## src/rtl/salval_pkg.sv

```systemverilog
// Shared definitions for the LED sequence player and related delay-stage consumers:
// FSM state encoding, colour indices and a bit-width helper.
package salval_pkg;

  typedef enum logic [1:0] {
    IDLE = 2'd0,
    ON   = 2'd1,
    GAP  = 2'd2
  } state_t;

  localparam int RED    = 0;
  localparam int GREEN  = 1;
  localparam int BLUE   = 2;
  localparam int YELLOW = 3;

  // Number of bits needed to hold the value itself (clogb2(16) == 5), never less than 1.
  function automatic int clogb2(input int value);
    int bits;
    bits = 1;
    for (int i = 1; i < 31; i++) begin
      if ((value >> i) != 0) bits = i + 1;
    end
    return bits;
  endfunction

endpackage

```

## src/rtl/edge_tick.sv

```systemverilog
// Converts every edge of a same-domain square wave into a single-cycle pulse.
// While sclr is high the delay register tracks src, so releasing clear never emits a pulse.
module edge_tick (
  input  logic clk,
  input  logic sclr,
  input  logic src,
  output logic pulse
);

  logic src_d;

  // NOTE: sequential state always uses non-blocking assignment so every register
  // samples pre-edge values regardless of process evaluation order.
  always_ff @(posedge clk) begin
    src_d <= src;
  end

  assign pulse = (src ^ src_d) & ~sclr;

endmodule

```

## src/rtl/sequence_player.sv

```systemverilog
// Plays a captured colour sequence on one-hot LEDs: each symbol lit for ON_TICKS ticks,
// then dark for GAP_TICKS ticks. All outputs are registered.
module sequence_player
  import salval_pkg::*;
#(
  parameter int MAX_LEN   = 16,
  parameter int SYM_W     = 2,
  parameter int ON_TICKS  = 2,
  parameter int GAP_TICKS = 1,
  parameter int LEN_W     = clogb2(MAX_LEN)
) (
  input  logic                     CLOCK_50,
  input  logic                     sclr,
  input  logic                     tick_src,
  input  logic                     start,
  input  logic [LEN_W-1:0]         length,
  input  logic [MAX_LEN*SYM_W-1:0] seq,
  output logic [2**SYM_W-1:0]      leds,
  output logic                     busy,
  output logic                     done,
  output logic [LEN_W-1:0]         idx
);

  localparam int LED_W    = 2**SYM_W;
  localparam int SEQ_W    = MAX_LEN * SYM_W;
  localparam int TCNT_MAX = (ON_TICKS > GAP_TICKS) ? ON_TICKS : GAP_TICKS;
  localparam int TCNT_W   = clogb2(TCNT_MAX);

  localparam logic [LEN_W-1:0]  MAX_LEN_L = LEN_W'(MAX_LEN);
  localparam logic [TCNT_W-1:0] ON_L      = TCNT_W'(ON_TICKS);
  localparam logic [TCNT_W-1:0] GAP_L     = TCNT_W'(GAP_TICKS);

  logic tick;

  edge_tick u_edge_tick (
    .clk   (CLOCK_50),
    .sclr  (sclr),
    .src   (tick_src),
    .pulse (tick)
  );

  state_t             state, state_next;
  logic [LEN_W-1:0]   idx_next;
  logic [TCNT_W-1:0]  tcnt, tcnt_next;
  logic [LEN_W-1:0]   len_r, len_next;
  logic [SEQ_W-1:0]   seq_r, seq_next;
  logic [LED_W-1:0]   leds_next;
  logic               busy_next, done_next;

  always_comb begin
    // NOTE: every variable gets a default before the case so no path leaves one
    // unassigned, which would otherwise infer a latch.
    state_next = state;
    idx_next   = idx;
    tcnt_next  = tcnt;
    len_next   = len_r;
    seq_next   = seq_r;
    done_next  = 1'b0;

    case (state)
      IDLE: begin
        // A tick coincident with the accept is deliberately not counted.
        if (start) begin
          if (length != '0) begin
            len_next   = (length > MAX_LEN_L) ? MAX_LEN_L : length;
            seq_next   = seq;
            idx_next   = '0;
            tcnt_next  = '0;
            state_next = ON;
          end else begin
            done_next = 1'b1;
          end
        end
      end
      ON: begin
        if (tick) begin
          if (tcnt + 1'b1 == ON_L) begin
            tcnt_next  = '0;
            state_next = GAP;
          end else begin
            tcnt_next = tcnt + 1'b1;
          end
        end
      end
      GAP: begin
        if (tick) begin
          if (tcnt + 1'b1 == GAP_L) begin
            tcnt_next = '0;
            if (idx == len_r - 1'b1) begin
              state_next = IDLE;
              done_next  = 1'b1;
            end else begin
              idx_next   = idx + 1'b1;
              state_next = ON;
            end
          end else begin
            tcnt_next = tcnt + 1'b1;
          end
        end
      end
      default: state_next = IDLE;
    endcase

    // Outputs are computed from next-state values so the registered copies line up
    // with the state they describe.
    busy_next = (state_next != IDLE);
    leds_next = '0;
    if (state_next == ON) begin
      leds_next = LED_W'(1) << seq_next[idx_next*SYM_W +: SYM_W];
    end
  end

  always_ff @(posedge CLOCK_50) begin
    if (sclr) begin
      state <= IDLE;
      idx   <= '0;
      tcnt  <= '0;
      leds  <= '0;
      busy  <= 1'b0;
      done  <= 1'b0;
    end else begin
      state <= state_next;
      idx   <= idx_next;
      tcnt  <= tcnt_next;
      leds  <= leds_next;
      busy  <= busy_next;
      done  <= done_next;
    end
  end

  // NOTE: the capture registers are left out of reset; they are only read after an
  // accepted start has loaded them, so clearing them would buy nothing.
  always_ff @(posedge CLOCK_50) begin
    len_r <= len_next;
    seq_r <= seq_next;
  end

endmodule

```

## config.mk

```make
export PLATFORM = sky130hd
export DESIGN_NAME = sequence_player
export DESIGN_NICKNAME = d
export VERILOG_FILES = /design/src/rtl/salval_pkg.sv /design/src/rtl/edge_tick.sv /design/src/rtl/sequence_player.sv
export SDC_FILE = /design/constraint.sdc
export NUM_CORES = 1
export LEC_CHECK = 0
export ABC_CLOCK_PERIOD_IN_PS = 9100
export CORE_MARGIN = 4
export CORE_UTILIZATION = 35
export CTS_BUF_LIST = sky130_fd_sc_hd__clkbuf_8
export CTS_CLUSTER_SIZE = 25
export DETAILED_ROUTE_END_ITERATION = 10
export GPL_ROUTABILITY_DRIVEN = 0
export PLACE_DENSITY = 0.64
export SETUP_SLACK_MARGIN = 0.2
export SLEW_MARGIN = 30
export SYNTH_ARGS = -nofsm -noshare
export SYNTH_HDL_FRONTEND = slang
export SYNTH_HIERARCHICAL = 1
export SYNTH_SLANG_ARGS = --single-unit
```

## constraint.sdc

```tcl
create_clock -name CLOCK_50 -period 9.1 [get_ports CLOCK_50]
set_clock_uncertainty 0.1 [all_clocks]
set_input_delay 1.365 -clock CLOCK_50 [delete_from_list [all_inputs] [get_ports CLOCK_50]]
set_output_delay 1.365 -clock CLOCK_50 [all_outputs]
set_load 0.005 [all_outputs]
```

==> results of run 1 <==
## per-layer routing
metal	global-route usage [%]	wire length, microns	vias to the layer above
li1	-	-	949
met1	15.7	2420	860
met2	20.4	2470	36
met3	3.11	261	6
met4	3.97	69	0
met5	0	0	-
## path summary, 6_finish.rpt
check / cells after the start / from / slack (ns) / endpoint
min: 1 / seq_r[1]$_DFF_P_ / 0.38 / seq_r[1]$_DFF_P_
max reg2reg: 10 / len_r[0]$_SDFFCE_PN0P_ / 5.34 / leds[0]$_SDFF_PP0_
min reg2reg: 1 / seq_r[1]$_DFF_P_ / 0.38 / seq_r[1]$_DFF_P_
max: 10 / length[1] / 4.54 / leds[0]$_SDFF_PP0_
## power groups by stage
stage                     Clock (W)  Combinational (W)  Sequential (W)
after floorplan                   0          0.0000659        0.000275
after CTS                  0.000171          0.0000992        0.000272
after global routing       0.000181           0.000108        0.000274
after detailed placement          0          0.0000986        0.000277
final                      0.000165          0.0000976        0.000271
after global placement            0          0.0000980        0.000276
## cell families (layout without fill, tap and decap cells)
kind of cell	after synthesis	after routing	synth area share, %
AND/OR/NAND/NOR	65	65	14.0
XOR/XNOR	8	8	2.66
buffers and inverters	17	69	2.62
adder cells (fa/ha/maj)	10	10	4.76
multiplexers	51	51	21.6
flip-flops	53	53	42.2
AO/OA/AOI/OAI	34	34	12.1
## critical path: stages
cell             delay, ns
clkdlybuf4s50_1       0.41
nor3_1                0.34
a21o_1                0.17
buf_4                 0.37
a32oi_1               0.21
mux2i_2               0.54
mux4_2                0.59
or3b_1                0.38
nand4_2               0.14
nor3b_2               0.16
## cells in the final DEF (no fill, tap or decap), types with 5 or more instances in the layout
| master | synthesis | routed |
|---|---|---|
| o21ai_0 | 5 | 5 |
| nand2_1 | 5 | 5 |
| nand3_1 | 5 | 5 |
| nor2_1 | 21 | 21 |
| inv_1 | 9 | 9 |
| clkdlybuf4s50_1 | 0 | 51 |
| dfxtp_1 | 48 | 48 |
| mux2_2 | 34 | 34 |
| ha_1 | 10 | 10 |
| edfxtp_1 | 5 | 5 |
| xnor2_1 | 5 | 5 |
| nand2b_1 | 5 | 5 |
| nor2b_1 | 6 | 6 |
| mux2i_1 | 15 | 15 |
| clkbuf_8 | 0 | 6 |
| nor3_1 | 6 | 6 |
## state kept, by name, indices dropped and copies added (netlist names)
signal,cells
busy,1
leds,4
len_r,5
done,1
idx,5
u_edge_tick/src_d,1
state,2
seq_r,32
tcnt,2
## metrics by stage
step           setup slack, ns  instance area (sq um)
4_1_cts                   4.49                   3360
2_1_floorplan             5.21                   2630
3_3_place_gp              4.27                   3240
5_1_grt                   4.27                   3360
3_5_place_dp              4.17                   3240
6_report                  4.54                   3360
## layout make-up
type	instances	area [sq um]	area share [%]
Timing Repair Buffer	52	518	15.4
Clock inverter	2	37.5	1.12
Inverter	9	33.8	1.01
Sequential cell	53	1110	33.1
Clock buffer	6	82.6	2.46
Multi-Input combinational cell	168	1450	43.2
Tap cell	99	124	3.69
==> metrics.csv, run 1 <==
stage;metric;value;unit
sta;max_slew_margin;55.6;%
sta;post-route-period-util;50.1;%
synth;syn_avg_cell_area;11.1;sq um
die;coreArea;7290;sq um
sta;fmax;0.219;GHz
die;die_height;94.7;microns
die;fp.dieW;94.7;microns
power;p_leak;1.31;nW
clock_network;clock-root-buffer;clkbuf_8;
setup_path;path_class;in2reg;
global_routing;grt_max_degree;37;
finish;fill_cells;722;
clock_network;holdBufCountCts;0;
clock_network;clk_latency;0.31;ns
synth;syn_nets;289;
synth;async_flop_share;0;%
power;p_comb_share;18.3;%
global_routing;grt_pass1_wl;8640;microns
global_routing;first_global_vias;1858;
synth;yosysMostFrequentCell;dfxtp_1;
die;rows;31;
route;drt_iter0_drc;58;
flow_run;drv_cap;0;
finish;final_layout_size_suffix_gt1_share;21.0;%
route;vias_per_cell;4.76;
synth;synth_edf_count;5;
setup_path;cp-end-kind;flop;
global_routing;grt_usage;12.3;%
synth;ys.flop_type;dfxtp_1;
die;dieArea;8970;sq um
synth;synth_cell_types;51;
route;vias;1851;
sta;worstMarginPinSlew;0.667;ns
sta;finalHoldViolCount;0;
finish;final_cells;389;
setup_path;crit_fanout;36;
clock_network;cts-resized-gates;0;
synth;synth_seq_cells;53;
clock_network;cts_buffer_depth;2;
setup_path;crit_arrival;4.70;ns
global_routing;globalRouteOverflowTotal;0;
synth;yosysSeqAreaShare;42.2;%
power;internal_power;0.000411;W
global_routing;antenna_found_initial;0;
sta;tns;0;ns
setup_path;startpoint_type;primary input;
sta;setup_viol;0;
clock_network;cts_max_level;2;
finish;final_nets;340;
die;start_util;36.1;%
clock_network;post_cts_buffers;0;
setup_path;crit_required;9.24;ns
place;hpwl;3900;microns
synth;synth_top_cell_by_area;dfxtp_1;
clock_network;clk_pin_slew_worst_paths;0.09;ns
synth;syn_area;2630;sq um
power;pwr-share-seq;50.8;%
place;io_buffers;51;
synth;yosysWarnings;6;
clock_network;numClockSinks;53;
place;dp.cells;381;
route;wl_per_cell;13.4;microns
route;firstDrtPassIters;4;
synth;synth_common_cells;dfxtp_1 (48), mux2_2 (34), nor2_1 (21), mux2i_1 (15), ha_1 (10);
die;pin_count;52;
power;vdd_drop_max;0.0751;mV
power;power;0.000534;W
synth;synthCells;238;
finish;diodes;0;
finish;final_util;46.1;%
sta;slew_viol_final;0;
route;drcViolationCount;0;
route;postRouteWirelength;5220;microns
outcome;status;complete, no violations;
power;power_density;159;nW/um^2
synth;synth.top_cell.area_share;36.5;%
clock_network;cts_tree;done;
power;pwr-share-clk;30.9;%
synth;synth_area_leaders;dfxtp_1 (37%), mux2_2 (15%), edfxtp_1 (5.7%);
sta;holdWs;0.380;ns
power;switching_share;23.0;%
sta;min_period;4.56;ns
finish;syn2layout_area_growth;27.6;%
sta;rsz0062_at_grt;false;
hold_path;hold_class;reg2reg;
clock_network;numCtsBuffers;5;
power;switchingPower;0.000123;W
route;ant_nets;0;
(Power assumes the default switching activity.)
==> run 2, diff against run 1 <==
--- a/config.mk
+++ b/config.mk
@@ -5,7 +5,7 @@
 export SDC_FILE = /design/constraint.sdc
 export NUM_CORES = 1
 export LEC_CHECK = 0
-export ABC_CLOCK_PERIOD_IN_PS = 9100
+export ABC_CLOCK_PERIOD_IN_PS = 4800
 export CORE_MARGIN = 4
 export CORE_UTILIZATION = 35
 export CTS_BUF_LIST = sky130_fd_sc_hd__clkbuf_8
==> constraint.sdc (replaced) <==
create_clock -name CLOCK_50 -period 4.8 [get_ports CLOCK_50]
set_clock_uncertainty 0.1 [all_clocks]
set_input_delay 0.72 -clock CLOCK_50 [delete_from_list [all_inputs] [get_ports CLOCK_50]]
set_output_delay 0.72 -clock CLOCK_50 [all_outputs]
set_load 0.005 [all_outputs]
==> run 2 against run 1 <==
Against the previous run:
- final area down 0.45%
- critical path depth up 1
- global-route usage up 0.18 points
- combinational power up 91%
- worst setup slack worse by 3.4 ns
- critical path type unchanged
==> metrics.csv, run 2 (synthesis gave the netlist of run 1 again) <==
stage;metric;value;unit;change
sta;post-route-period-util;75.7;%;
outcome;status;complete, no violations;;
global_routing;first_global_vias;1890;;+1.7%
global_routing;globalRouteOverflowTotal;0;;unchanged
finish;syn2layout_area_growth;27.1;%;
die;pin_count;52;;unchanged
route;firstDrtPassIters;4;;unchanged
finish;regMostFlops;seq_r;;
die;coreArea;7290;sq um;unchanged
global_routing;antenna_found_initial;0;;unchanged
power;power_density;288;nW/um^2;+81%
sta;setup_viol;0;;unchanged
finish;top_regs;seq_r (32), idx (5), len_r (5);;
die;fp.dieW;94.7;microns;unchanged
route;wl_per_cell;13.8;microns;+2.6%
route;drcViolationCount;0;;unchanged
clock_network;cts-resized-gates;0;;unchanged
die;start_util;36.1;%;unchanged
route;drt_iter0_drc;41;;-29%
route;vias;1867;;+0.86%
clock_network;cts_buffer_depth;2;;unchanged
sta;max_slew_margin;58.6;%;+3.1 points
clock_network;clock-root-buffer;clkbuf_8;;
setup_path;crit_required;4.94;ns;-4.30 ns
clock_network;clk_latency;0.31;ns;about the same
hold_path;hold_class;reg2reg;;
finish;final_layout_size_suffix_gt1_share;21.6;%;+0.54 points
finish;final_common_cell;clkdlybuf4s50_1;;
place;post-place-ws;0.846;ns;-3.32 ns
setup_path;path_class;in2reg;;
sta;holdWs;0.382;ns;+0.00198 ns
power;switchingPower;0.000247;W;+100%
setup_path;crit_fanout;11;;-69%
power;internal_power;0.000714;W;+74%
setup_path;startpoint_type;primary input;;
power;power;0.000962;W;+80%
finish;final_cells;391;;+0.51%
finish;diodes;0;;unchanged
sta;tns;0;ns;unchanged
finish;largest_reg_flops;32;;unchanged
power;p_leak;1.31;nW;-0.25%
power;pwr-share-seq;53.5;%;+2.7 points
global_routing;grt_usage;12.5;%;+0.18 points
sta;rsz0062_at_grt;false;;
die;dieArea;8970;sq um;unchanged
clock_network;numCtsBuffers;5;;unchanged
sta;worstMarginPinSlew;0.621;ns;-0.0460 ns
place;hpwl;4010;microns;+2.7%
route;vias_per_cell;4.77;;+0.35%
power;p_comb_share;19.3;%;+1.0 points
finish;final_nets;342;;+0.59%
clock_network;numClockSinks;53;;unchanged
clock_network;clk_pin_slew_worst_paths;0.09;ns;about the same
die;rows;31;;unchanged
power;pwr-share-clk;27.1;%;-3.8 points
place;dp.cells;383;;+0.52%
setup_path;cp_cell_sequence;clkdlybuf4s50_1 -> nor2_1 -> nand2_1 -> xnor2_1 -> a32oi_1 -> mux2i_2 -> buf_4 -> mux4_2 -> or3b_1 -> nand4_2 -> nor3b_2;;
sta;worst_slack;1.17;ns;-3.37 ns
finish;layout_common_cells;clkdlybuf4s50_1 (51), dfxtp_1 (48), mux2_2 (34), nor2_1 (21), mux2i_1 (15);;
sta;min_period;3.63;ns;
route;postRouteWirelength;5380;microns;+3.2%
global_routing;grt_pass1_wl;8850;microns;+2.5%
clock_network;holdBufCountCts;0;;unchanged
global_routing;grt_max_degree;33;;-11%
setup_path;cp-end-kind;flop;;
die;die_height;94.7;microns;unchanged
power;vdd_drop_max;0.128;mV;+70%
setup_path;critPathSlowestCell;clkdlybuf4s50_1;;
clock_network;post_cts_buffers;0;;unchanged
place;io_buffers;51;;unchanged
sta;finalHoldViolCount;0;;unchanged
clock_network;cts_max_level;2;;unchanged
flow_run;drv_cap;0;;unchanged
route;ant_nets;0;;unchanged
clock_network;cts_tree;done;;
setup_path;crit_arrival;3.77;ns;-0.93 ns
sta;fmax;0.275;GHz;
setup_path;cpPeakStageDelay;0.61;ns;+0.02 ns
power;switching_share;25.7;%;+2.7 points
sta;slew_viol_final;0;;unchanged
-- run 2: worst max-delay path: cells and delay by family --
family / cells / cell delay (ns)
AND/OR/NAND/NOR: 5 / 1.24
buffers and inverters: 2 / 0.82
multiplexers: 2 / 0.69
XOR/XNOR: 1 / 0.18
AO/OA/AOI/OAI: 1 / 0.10
-- run 2: worst paths after layout --
check	from	cells past startpoint	endpoint	slack, ns
setup / recovery	sclr	11	leds[0]$_SDFF_PP0_	1.17
hold / removal	seq_r[20]$_DFF_P_	1	seq_r[20]$_DFF_P_	0.38
setup reg to reg	len_r[0]$_SDFFCE_PN0P_	11	leds[0]$_SDFF_PP0_	1.28
hold reg to reg	seq_r[20]$_DFF_P_	1	seq_r[20]$_DFF_P_	0.38
-- run 2: power groups by stage --
stage	sequential, W	clock, W	combinational, W
2_1_floorplan	0.000521	0	0.000125
3_3_place_gp	0.000523	0	0.000187
3_5_place_dp	0.000525	0	0.000188
4_1_cts	0.000515	0.000267	0.000189
5_1_grt	0.000519	0.000284	0.000207
6_report	0.000515	0.000261	0.000186
-- run 2: area by class of cell --
class	instances	area, sq um
tap	99	124
sequential	53	1110
multi-input combinational	168	1450
clock buffer	5	68.8
clock inverter	3	21.3
fill	726	3950
timing repair buffer	54	533
inverter	9	33.8
-- run 2: metrics by stage --
| step | util, % | instance area [sq um] |
|---|---|---|
| finish | 45.8 | 3340 |
| global route | 45.8 | 3340 |
| CTS | 45.8 | 3340 |
| detailed placement | 44.6 | 3250 |
| global placement | 44.6 | 3250 |
| floorplan | - | 2630 |
-- run 2: metal layers --
metal,GRT usage (%),share of wire (%),up-vias
met5,0,0,-
met2,20.8,49,29
met1,16.1,47,877
li1,-,-,957
met4,3.61,0.80,0
met3,2.95,3.7,4
